`config.mk`:
```
export PLATFORM = sky130hd
export DESIGN_NAME = ec_frame_assembler
export DESIGN_NICKNAME = d
export VERILOG_FILES = /design/src/rtl/ec_frame_assembler.sv
export SDC_FILE = /design/constraint.sdc
export NUM_CORES = 1
export LEC_CHECK = 0
export CAP_MARGIN = 5
export CORE_ASPECT_RATIO = 2
export CORE_MARGIN = 3
export CORE_UTILIZATION = 40
export DETAILED_ROUTE_END_ITERATION = 7
export PLACE_DENSITY_LB_ADDON = 0.25
export RECOVER_POWER = 50
export SYNTH_ARGS = -nofsm -noshare
export SYNTH_HDL_FRONTEND = slang
export SYNTH_SLANG_ARGS = --single-unit
```
`constraint.sdc`:
```
create_clock -name clk -period 2.5 [get_ports clk]
set_input_delay 0.5 -clock clk [delete_from_list [all_inputs] [get_ports clk]]
set_output_delay 0.5 -clock clk [all_outputs]
set_load 0.05 [all_outputs]
```
`src/rtl/ec_frame_assembler.sv`:
```
// ----------------------------------------------------------------------------
// ec_frame_assembler
//
// Packs a stream of WIDTH-bit measurement words into N-word frames and hands
// each finished frame, flattened to WIDTH*N bits, to the column-XOR parity
// stage. Two banks are used ping-pong style so that streaming continues while
// a finished frame waits for the downstream stage.
//
// Optional feature (compile-time macro EC_FRAME_SYNDROME_REG_EN):
//   adds per-bank running column-XOR accumulators and a syndrome output that
//   equals the column XOR of the presented frame.
//
// Ports:
//   clk          system clock, rising edge
//   rst_n        asynchronous active-low reset
//   in_data      incoming word
//   in_valid     in_data valid
//   in_ready     a word can be accepted this cycle (registered state only)
//   flush        discard the partially filled frame (synchronous)
//   frame        flattened frame, word k at frame[k*WIDTH +: WIDTH]; 0 if idle
//   frame_valid  frame holds a complete frame
//   frame_ready  downstream consumes the frame
//   word_count   words held in the partially filled bank
//   syndrome     column XOR of frame (macro build only)
// ----------------------------------------------------------------------------
module ec_frame_assembler #(
   parameter  int WIDTH = 8,
   parameter  int N     = 4,
   localparam int CNT_W = $clog2(N + 1)
) (
   input  logic                 clk,
   input  logic                 rst_n,
   input  logic [WIDTH-1:0]     in_data,
   input  logic                 in_valid,
   output logic                 in_ready,
   input  logic                 flush,
   output logic [WIDTH*N-1:0]   frame,
   output logic                 frame_valid,
   input  logic                 frame_ready,
   output logic [CNT_W-1:0]     word_count
`ifdef EC_FRAME_SYNDROME_REG_EN
   ,
   output logic [WIDTH-1:0]     syndrome
`endif
);

   logic [WIDTH*N-1:0] bank_q [2];
   logic [1:0]         full_q;
   logic               fill_ptr_q;
   logic               rd_ptr_q;
   logic [CNT_W-1:0]   idx_q;

   logic accept;
   logic last_word;
   logic consume;

   assign in_ready    = !full_q[fill_ptr_q];
   assign frame_valid = full_q[rd_ptr_q];
   assign frame       = frame_valid ? bank_q[rd_ptr_q] : '0;
   assign word_count  = idx_q;

   // flush has priority: a word presented together with flush is dropped
   assign accept    = in_valid && in_ready && !flush;
   assign last_word = (idx_q == CNT_W'(N - 1));
   assign consume   = frame_valid && frame_ready;

   // Completion always targets the fill bank and consume the rd bank. They can
   // only coincide on the same bank if it were both empty and full, so the two
   // bit updates of full_q never collide.
   // NOTE: every register below uses <= so all updates see pre-edge values.
   always_ff @(posedge clk or negedge rst_n) begin
      if (!rst_n) begin
         full_q     <= '0;
         fill_ptr_q <= 1'b0;
         rd_ptr_q   <= 1'b0;
         idx_q      <= '0;
      end else begin
         if (flush) begin
            idx_q <= '0;
         end else if (accept) begin
            if (last_word) begin
               full_q[fill_ptr_q] <= 1'b1;
               fill_ptr_q         <= ~fill_ptr_q;
               idx_q              <= '0;
            end else begin
               idx_q <= idx_q + 1'b1;
            end
         end
         if (consume) begin
            full_q[rd_ptr_q] <= 1'b0;
            rd_ptr_q         <= ~rd_ptr_q;
         end
      end
   end

   // NOTE: bank storage is not reset; frame is forced to zero unless the rd
   // bank is marked full, so stale contents can never reach the output.
   always_ff @(posedge clk) begin
      if (accept) begin
         bank_q[fill_ptr_q][int'(idx_q)*WIDTH +: WIDTH] <= in_data;
      end
   end

`ifdef EC_FRAME_SYNDROME_REG_EN
   logic [WIDTH-1:0] acc_q [2];

   // The first word of a frame overwrites the accumulator, which clears it
   // at frame start. A flush only clears the fill bank while it is still
   // partial; a full fill bank holds a pending frame's syndrome.
   always_ff @(posedge clk or negedge rst_n) begin
      if (!rst_n) begin
         acc_q[0] <= '0;
         acc_q[1] <= '0;
      end else if (flush) begin
         if (!full_q[fill_ptr_q]) begin
            acc_q[fill_ptr_q] <= '0;
         end
      end else if (accept) begin
         acc_q[fill_ptr_q] <= (idx_q == '0) ? in_data : (acc_q[fill_ptr_q] ^ in_data);
      end
   end

   assign syndrome = frame_valid ? acc_q[rd_ptr_q] : '0;
`endif

endmodule

```
==> After elaboration in Yosys (flattened, before gate mapping) <==
Memories as Yosys holds them, arrays and structs flattened.
Cells that the tools add are included.
Widths: inputs -> output; s select.
{ "totals": {"ramBits": 64, "mem_count": 1, "in_bits": 13, "wordCells": 47, "register_bits": 7, "out_inout_bits": 37} }
{ "classes": {"n_reduce_logical": 9, "addsub": 2, "muxes": 18, "n_lt_le_gt_ge": 4, "n_eq_ne": 1, "bitwise": 6, "shifts": 2} }
{ "memory_table": {"columns": ["memory", "depth", "word_bits", "rd", "rd_clocked_by_memory_dff", "wr", "line", "rtl"], "rows": [
  ["bank_q", 2, 32, 1, 0, 1, "47", "logic [WIDTH*N-1:0] bank_q [2];"]
]} }
{ "ops": {"columns": ["operator", "count"], "rows": [
  ["$mux 32", 2],
  ["$neg 6->33", 1],
  ["$shift 8x33->32 const A", 1],
  ["$shiftx 8x33->32", 1],
  ["$mux 3", 3],
  ["$mux 2", 4],
  ["$mux 1", 7],
  ["$logic_and 1x1->1", 5],
  ["$lt 1x2->1 const B", 2],
  ["$add 3x1->3 const B", 1],
  ["$eq 3x2->1 const B", 1],
  ["$not 1->1", 3],
  ["$reduce_and 3->1", 1],
  ["$and 2x2->2", 1],
  ["$demux 1 s1", 2],
  ["$ge 1x1->1 const B", 2],
  ["$logic_not 1->1", 2],
  ["$not 2->2", 1],
  ["$or 2x2->2", 1],
  ["$reduce_bool 2->1", 1]
]} }

==> Logic depth before layout (Yosys ltp) <==
Gate-level depths: netlist of run 1.
{ "logic_depth": {"depth_word": 10, "ltp_mapped": 6, "mapped_depth_nobuf": 6} }

==> Worst setup path after synthesis of run 1 <==
Ideal clock, no wire load.
{ "synth_path": {"path_kind": "flip-flop to flip-flop", "startpoint": "register idx_q[0] (netlist: word_count[0])", "endpoint": "memory bank_q[0][24] (netlist name) (enable)", "path_buffers": 0, "t_arrival_ns": 2.169, "setup_time_ns": 0.370, "synth_period_minus_slack_ns": 2.539, "t_required_ns": 2.130, "stages_incl_launch_ff": 7, "slack_ns": -0.039, "cell_sequence": "dfrtp_1 inv_1 ha_1 ha_1 nand2_1 or2_2 nor2_1"} }
{ "synth_via": {"elab_chain_cells": 3} }
{ "synth_rtl": {"columns": ["item", "line", "rtl"], "rows": [
  ["start, declared", "51", "logic [CNT_W-1:0] idx_q;"],
  ["start signal, assigned", "86", "idx_q <= idx_q + 1'b1;"],
  ["$neg 6->33", "100", "bank_q[fill_ptr_q][int'(idx_q)*WIDTH +: WIDTH] <= in_data;"],
  ["$shift 8x33->32", "100", null],
  ["$mux 32 (implied by the code)", "100", null],
  ["end, declared", "47", null]
]} }
No other way between the ends.

==> Worst setup path in the final report of run 1 <==
{ "layout_path": {"startpoint": "register fill_ptr_q", "endpoint": "output in_ready"} }
{ "layout_via": {"elab_chain_cells": 3} }
{ "layout_rtl": {"columns": ["item", "line", "rtl"], "rows": [
  ["start, declared", "49", "logic fill_ptr_q;"],
  ["start signal, assigned", "83", "fill_ptr_q <= ~fill_ptr_q;"],
  ["$mux 1 (implied by the code) (2 in series)", "57", "assign in_ready = !full_q[fill_ptr_q];"],
  ["$logic_not 1->1", "57", null],
  ["end, declared", "35", "output logic in_ready,"]
]} }
No other way between the ends. The select of a mux whose other input is x is not followed.

==> results of run 1 <==
[layer usage]
| metal | track usage | routed length [microns] | up-vias |
|---|---|---|---|
| li1 | - | - | 937 |
| met2 | 0.280 | 3620 | 39 |
| met3 | 0.0462 | 242 | 12 |
| met1 | 0.146 | 2070 | 884 |
| met4 | 0.0739 | 141 | 0 |
| met5 | 0 | 0 | - |
[through the flow]
stage	worst slack [ns]	area [sq um]	total power, uW	hold slack, ns	std cells
6_report	0.219	3980	3000	0.503	389
3_5_place_dp	0.225	3700	1760	0.570	373
4_1_cts	0.307	4020	3030	0.439	389
3_3_place_gp	0.268	3700	1760	0.552	373
2_1_floorplan	0.0486	3120	1640	0.204	227
5_1_grt	0.115	3980	3100	0.517	389
[cell families (layout without fill, tap and decap cells)]
| kind of cell | count (synthesis) | count (layout) |
|---|---|---|
| muxes | 34 | 34 |
| DFF | 71 | 71 |
| AOI/OAI and AO/OA | 11 | 11 |
| xor gates and xnor gates | 1 | 1 |
| buffers and inverters | 15 | 83 |
| adders and majority gates | 3 | 3 |
| and+or+nand+nor | 92 | 92 |
[synthesized netlist by cell type]
| cell type | number |
|---|---|
| sky130_fd_sc_hd__ha_1 | 3 |
| sky130_fd_sc_hd__xnor2_1 | 1 |
| sky130_fd_sc_hd__nor2b_1 | 2 |
| sky130_fd_sc_hd__buf_2 | 6 |
| sky130_fd_sc_hd__dfrtp_1 | 7 |
| sky130_fd_sc_hd__inv_4 | 1 |
| sky130_fd_sc_hd__mux2i_2 | 1 |
| sky130_fd_sc_hd__nand2b_1 | 1 |
| sky130_fd_sc_hd__nand4_4 | 1 |
| sky130_fd_sc_hd__buf_4 | 1 |
| sky130_fd_sc_hd__or2_2 | 1 |
| sky130_fd_sc_hd__and2_1 | 32 |
| sky130_fd_sc_hd__nand4_1 | 4 |
| sky130_fd_sc_hd__or3_4 | 1 |
| sky130_fd_sc_hd__nor2_1 | 40 |
| sky130_fd_sc_hd__inv_1 | 7 |
| sky130_fd_sc_hd__a311oi_1 | 1 |
| sky130_fd_sc_hd__nor3_4 | 1 |
| sky130_fd_sc_hd__and3_1 | 4 |
| sky130_fd_sc_hd__o21ai_0 | 5 |
| sky130_fd_sc_hd__edfxtp_1 | 64 |
| sky130_fd_sc_hd__a21oi_1 | 4 |
| sky130_fd_sc_hd__a31oi_1 | 1 |
| sky130_fd_sc_hd__mux2i_1 | 32 |
| sky130_fd_sc_hd__nand2_1 | 3 |
| sky130_fd_sc_hd__nand3b_1 | 1 |
| sky130_fd_sc_hd__nand3_1 | 1 |
| sky130_fd_sc_hd__mux2_4 | 1 |
[worst max-delay path by stage]
stage	slack [ns]	startpoint	depth (start not counted)	to
floorplan	0.05	word_count[1]	6	bank_q[0][24]
global placement	0.27	in_valid	4	bank_q[0][1]
detailed placement	0.22	in_valid	4	bank_q[0][1]
CTS	0.31	rd_ptr_q	4	frame[27]
global route	0.12	fill_ptr_q	5	bank_q[1][18]
finish	0.22	fill_ptr_q	3	in_ready
[power by group]
part           switching (uW)  total [uW]  internal [uW]  leakage, uW
clock                     428        1280            853     0.000149
combinational             211         376            165     0.000622
sequential               25.3        1340           1320     0.000673
[layout make-up]
class / count / share of cell area
clock buffer: 14 / 0.0689
clock inverter: 2 / 0.00943
inverter: 8 / 0.00786
multi-input combinational: 141 / 0.238
sequential: 71 / 0.528
tap: 94 / 0.0296
timing repair buffer: 59 / 0.119
[layout by cell type, fill, tap and decap left out, types with 2 or more instances in the layout]
master                             n
sky130_fd_sc_hd__edfxtp_1         64
sky130_fd_sc_hd__nor2_1           40
sky130_fd_sc_hd__buf_4            37
sky130_fd_sc_hd__mux2i_1          32
sky130_fd_sc_hd__and2_0           20
sky130_fd_sc_hd__clkdlybuf4s50_1  13
sky130_fd_sc_hd__and2_1           12
sky130_fd_sc_hd__clkbuf_16         9
sky130_fd_sc_hd__inv_1             7
sky130_fd_sc_hd__clkbuf_1          7
sky130_fd_sc_hd__o21ai_0           5
sky130_fd_sc_hd__dfrtp_1           5
sky130_fd_sc_hd__nand4_1           4
sky130_fd_sc_hd__and3_1            4
sky130_fd_sc_hd__a21oi_1           4
sky130_fd_sc_hd__nand2_1           3
sky130_fd_sc_hd__ha_1              3
sky130_fd_sc_hd__clkbuf_8          3
sky130_fd_sc_hd__nor2b_1           2
sky130_fd_sc_hd__dlygate4sd3_1     2
sky130_fd_sc_hd__dfrtp_2           2
[critical path, cell delays in order (launching register included)]
cell and delay, ns:
sky130_fd_sc_hd__dfrtp_1 0.46, sky130_fd_sc_hd__mux2_1 0.40, sky130_fd_sc_hd__clkinvlp_2 0.26, sky130_fd_sc_hd__clkbuf_2 0.33
[sequential cells by signal (all words and copies together) (netlist names)]
| name | count |
|---|---|
| rd_ptr_q | 1 |
| bank_q | 64 |
| fill_ptr_q | 1 |
| word_count | 3 |
| full_q | 2 |
==> insert_results.sql, run 1 <==
INSERT INTO impl_metrics (metric_group, metric, value, unit) VALUES
('outcome', 'outcome', 'finished clean', ''),
('timing', 'period_share', '0.913', ''),
('yosys', 'synth.ff_latch_count', '71', ''),
('critical_path', 'endpoint_kind', 'primary output', ''),
('clocking', 'worst_skew_pair.late_latency', '0.33', 'ns'),
('clocking', 'post_cts_resized', '0', ''),
('floorplan', 'fp.coreArea', '7600', 'sq um'),
('yosys', 'yosys.area_share.adder', '0.0120', ''),
('critical_path', 'r2r_start', 'fill_ptr_q', ''),
('global_route', 'first_global_vias', '1897', ''),
('yosys', 'seq_area_frac_synth', '0.672', ''),
('layout', 'final_net_count', '306', ''),
('drt', 'detail-route-antenna-nets', '0', ''),
('layout', 'flow.area_growth_from_synthesis', '27.5', '%'),
('clocking', 'cts_tree', 'yes', ''),
('clocking', 'cts.reportedPaths.clkPinSlew', '0.05', 'ns'),
('clocking', 'clock_tree.root_cell', 'sky130_fd_sc_hd__clkbuf_16', ''),
('min_path', 'holdCritPathClass', 'input pin to async pin', ''),
('clocking', 'cts.repair_timing.setup_buffer_count', '0', ''),
('drt', 'post_drt_wl_per_cell', '15.6', 'microns'),
('critical_path', 'worst_r2r_path_depth', '5', ''),
('clocking', 'postCtsHoldBufs', '0', ''),
('clocking', 'cts_sinks', '71', ''),
('floorplan', 'initial_util', '0.411', ''),
('floorplan', 'die-width', '68.5', 'microns'),
('yosys', 'synth.area.mux_share', '0.112', ''),
('drt', 'route.vias.total', '1872', ''),
('layout', 'multi_input_area', '947', 'sq um'),
('timing', 'fin_tns_setup', '0', 'ns'),
('timing', 'total_count_of_hold_check_failures_in_the_final_report', '0', ''),
('yosys', 'synthSimpleGateAreaFrac', '0.160', ''),
('timing', 'grt_setup_unrepaired', 'false', ''),
('yosys', 'synth_compound_area_frac', '0.0192', ''),
('drt', 'drc_errors', '0', ''),
('clocking', 'cts_made_buffers', '9', ''),
('yosys', 'yosys-top-cells-area', 'sky130_fd_sc_hd__edfxtp_1, sky130_fd_sc_hd__mux2i_1, sky130_fd_sc_hd__and2_1, sky130_fd_sc_hd__dfrtp_1, sky130_fd_sc_hd__nor2_1', ''),
('critical_path', 'worst_ep_arrival_time', '1.78', 'ns'),
('timing', 'slew_viol_final', '0', ''),
('timing', 'final.min_clock_period', '2.28', 'ns'),
('pwr', 'power.static_leakage', '0.00144', 'uW'),
('yosys', 'yosysWarningCount', '0', ''),
('yosys', 'syn_area_per_cell', '13.7', 'sq um'),
('drt', 'drt_iter0_markers', '31', ''),
('global_route', 'globalRoute.totalOverflow', '0', ''),
('critical_path', 'timing.critical_path.fanout_max', '8', ''),
('placed_design', 'finalWeightedCongestion', '0.796', ''),
('layout', 'proportion_of_layout_cells_with_a_drive_suffix_above_1', '0.203', ''),
('critical_path', 'r2r_end', 'bank_q[1][18]', ''),
('critical_path', 'worstPathRequired', '2.00', 'ns'),
('global_route', 'grt_use_total', '0.152', ''),
('layout', 'ff_latch_area', '2100', 'sq um'),
('timing', 'max_slew.worst_pin.slew', '0.512', 'ns'),
('floorplan', 'chipHeight', '131', 'microns'),
('floorplan', 'io_pins', '50', ''),
('yosys', 'synth.cell_area', '3120', 'sq um'),
('placed_design', 'port-buffer-count', '49', ''),
('critical_path', 'start_kind', 'flip-flop', ''),
('yosys', 'synth_top_family_by_area', 'simple AND/OR/NAND/NOR gates', ''),
('timing', 'timing.slew.headroom', '0.659', ''),
('timing', 'clock.fmax', '438', 'MHz'),
('drt', 'drt_pass1_iterations', '4', ''),
('clocking', 'cts.path.max_buffers', '2', ''),
('yosys', 'ys_types', '28', ''),
('critical_path', 'reg2reg_slack', '0.28', 'ns'),
('clocking', 'cts-htree-levels', '3', ''),
('layout', 'fillCellCount', '677', ''),
('floorplan', 'die_area', '8960', 'sq um'),
('critical_path', 'timing_worst_setup_path_type', 'flip-flop to primary output', ''),
('drt', 'avgViaCountPerCell', '4.81', ''),
('pwr', 'p_per_area', '753', 'nW/um^2'),
('drt', 'routed_wirelength', '6.07', 'mm');
Note: power is estimated with default switching activity, not from simulation.
==> inputs of run 2 (changes only) <==
- SKIP_CTS_REPAIR_TIMING: unset -> 1
==> results of run 2 <==
Same layout as run 1: the final DEF is identical, and so are final timing and power.
==> inputs of run 3 (changes only) <==
- DONT_BUFFER_PORTS: unset -> 1
- PLACE_DENSITY_LB_ADDON: 0.25 -> unset
==> insert_results.sql, run 3 (same netlist as run 1, synthesis figures left out) <==
INSERT INTO impl_metrics (metric_group, metric, value, unit) VALUES
('timing', 'fin_tns_setup', '0', 'ns'),
('timing', 'timing.slew.headroom', '0.568', ''),
('drt', 'avgViaCountPerCell', '4.96', ''),
('clocking', 'cts.reportedPaths.clkPinSlew', '0.05', 'ns'),
('critical_path', 'endpoint_kind', 'flip-flop', ''),
('critical_path', 'start_kind', 'flip-flop', ''),
('placed_design', 'dpl.hpwl', '4.38', 'mm'),
('placed_design', 'finalWeightedCongestion', '0.758', ''),
('floorplan', 'die_area', '8960', 'sq um'),
('global_route', 'grt_use_total', '0.147', ''),
('timing', 'grt_setup_unrepaired', 'false', ''),
('clocking', 'clock_tree.root_cell', 'sky130_fd_sc_hd__clkbuf_16', ''),
('pwr', 'power.ir.vdd_worst', '0.589', 'mV'),
('clocking', 'cts.path.max_buffers', '2', ''),
('critical_path', 'timing_worst_setup_path_type', 'flip-flop to flip-flop', ''),
('critical_path', 'worst_r2r_path_depth', '4', ''),
('layout', 'final_net_count', '292', ''),
('flow_run', 'timing.max_cap.violations', '0', ''),
('floorplan', 'row_count', '45', ''),
('pwr', 'clockPowerShare', '0.440', ''),
('placed_design', 'port-buffer-count', '0', ''),
('critical_path', 'timing.critical_path.from', 'word_count[2]', ''),
('global_route', 'grt_pass1_wl', '8.99', 'mm'),
('drt', 'routed_wirelength', '5.95', 'mm'),
('floorplan', 'chipHeight', '131', 'microns'),
('drt', 'drc_errors', '0', ''),
('global_route', 'grt_start_max_net_pins', '37', ''),
('layout', 'largest_register_ffs', '64', ''),
('layout', 'layout.cells.most_common_list', 'sky130_fd_sc_hd__edfxtp_1, sky130_fd_sc_hd__nor2_1, sky130_fd_sc_hd__buf_4', ''),
('placed_design', 'postPlaceCellArea', '3550', 'sq um'),
('pwr', 'power_switching_share', '0.217', ''),
('clocking', 'worst_skew_pair.late_latency', '0.33', 'ns'),
('pwr', 'totalPowerFinal', '3020', 'uW'),
('outcome', 'outcome', 'finished clean', ''),
('critical_path', 'worst_ep_arrival_time', '2.23', 'ns'),
('timing', 'timing.clock.skew', '0.00516', 'ns'),
('drt', 'route.vias.total', '1861', ''),
('critical_path', 'timing.critical_path.fanout_max', '10', ''),
('drt', 'drt_pass1_iterations', '5', ''),
('critical_path', 'slowest_delay', '0.52', 'ns'),
('pwr', 'internal_power', '2360', 'uW'),
('timing', 'slew_viol_final', '0', ''),
('timing', 'max_slew.worst_pin.slew', '0.647', 'ns'),
('floorplan', 'io_pins', '50', ''),
('critical_path', 'cp_slowest_cell', 'sky130_fd_sc_hd__or3_1', ''),
('drt', 'detail-route-antenna-nets', '0', ''),
('timing', 'period_share', '0.898', ''),
('min_path', 'holdCritStartpoint', 'flush', ''),
('timing', 'finalSetupViolCount', '0', ''),
('floorplan', 'die-width', '68.5', 'microns'),
('critical_path', 'worstPathRequired', '2.49', 'ns'),
('pwr', 'power.static_leakage', '0.00141', 'uW'),
('drt', 'post_drt_wl_per_cell', '15.9', 'microns'),
('drt', 'drt_iter0_markers', '59', ''),
('pwr', 'p_per_area', '785', 'nW/um^2'),
('timing', 'total_count_of_hold_check_failures_in_the_final_report', '0', ''),
('global_route', 'first_global_vias', '1789', ''),
('clocking', 'cts_made_buffers', '9', ''),
('layout', 'antenna_cells_inserted', '0', ''),
('pwr', 'power.switching', '656', 'uW'),
('floorplan', 'fp.coreArea', '7600', 'sq um'),
('layout', 'proportion_of_layout_cells_with_a_drive_suffix_above_1', '0.214', ''),
('layout', 'fin_area', '3840', 'sq um'),
('layout', 'final_common_cell', 'sky130_fd_sc_hd__edfxtp_1', ''),
('layout', 'regMostFlops', 'bank_q', ''),
('pwr', 'combPwrFrac', '0.116', ''),
('floorplan', 'initial_util', '0.411', ''),
('critical_path', 'cp_cell_sequence', 'clkbuf_1, or3_1, nor3_4, and3_1', ''),
('timing', 'final.min_clock_period', '2.24', 'ns'),
('clocking', 'cts-htree-levels', '3', ''),
('timing', 'clock.fmax', '446', 'MHz'),
('clocking', 'cts_sinks', '71', ''),
('clocking', 'cts_tree', 'yes', ''),
('global_route', 'globalRoute.totalOverflow', '0', ''),
('global_route', 'grt_antenna_before_repair', '0', ''),
('min_path', 'holdCritPathClass', 'input pin to flip-flop', ''),
('layout', 'flow.area_growth_from_synthesis', '23.1', '%'),
('min_path', 'holdPathStages', '1', ''),
('critical_path', 'r2r_start', 'word_count[2]', ''),
('pwr', 'sequentialPowerShare', '0.443', '');
==> run 3: changes by cell type in the layout (fill, tap and decap cells not counted), sizes merged <==
cell           before  now
buf                38   40
bufinv              1    2
clkbuf             20   16
clkdlybuf4s50      13    0
clkinv              0    2
clkinvlp            2    0
dlygate4sd3         2    1
inv                 7    8
==> run 3: worst max-delay path, delay by kind of cell (launching register included) <==
kind / cells / cell delay, ns
buf+inv: 1 / 0.31
flops: 1 / 0.37
simple gates: 3 / 1.22
==> run 3: area by class of cell <==
| cell class | count | area [sq um] |
|---|---|---|
| clock buffer | 12 | 246 |
| inverter | 8 | 32.5 |
| timing repair buffer | 45 | 338 |
| multi-input combinational | 141 | 938 |
| sequential | 71 | 2100 |
| clock inverter | 4 | 70.1 |
| fill | 660 | 3760 |
| tap | 94 | 118 |
==> run 3: stage by stage <==
step	utilization	hold slack (ns)	std cells	setup slack, ns
finish	0.506	0.223	375	0.255
global route	0.506	0.213	375	0.133
CTS	0.509	-0.147	374	0.330
detailed placement	0.468	0.205	358	0.477
global placement	0.468	0.205	358	0.521
floorplan	-	0.204	227	0.0486
==> run 3: final timing paths <==
check | endpoint | slack, ns
worst max-delay path | bank_q[1][4] | 0.26
worst min-delay path | word_count[0] | 0.22
worst max register to register | bank_q[1][4] | 0.26
worst min register to register | rd_ptr_q | 0.56
max in group asynchronous | rd_ptr_q | 1.73
min in group asynchronous | word_count[1] | 0.50
==> run 3: power by group through the flow <==
stage               Sequential (uW)  Clock (uW)  Combinational (uW)
CTS                            1340        1340                 361
floorplan                      1360           0                 279
detailed placement             1360           0                 361
global placement               1360           0                 357
finish                         1340        1330                 351
global route                   1340        1390                 386
==> run 3: routing by layer <==
metal,up-vias,routed length [microns],GRT usage
met5,-,0,0
met4,0,226,0.0832
met3,15,346,0.0488
met2,56,3350,0.254
met1,879,2030,0.148
li1,911,-,-
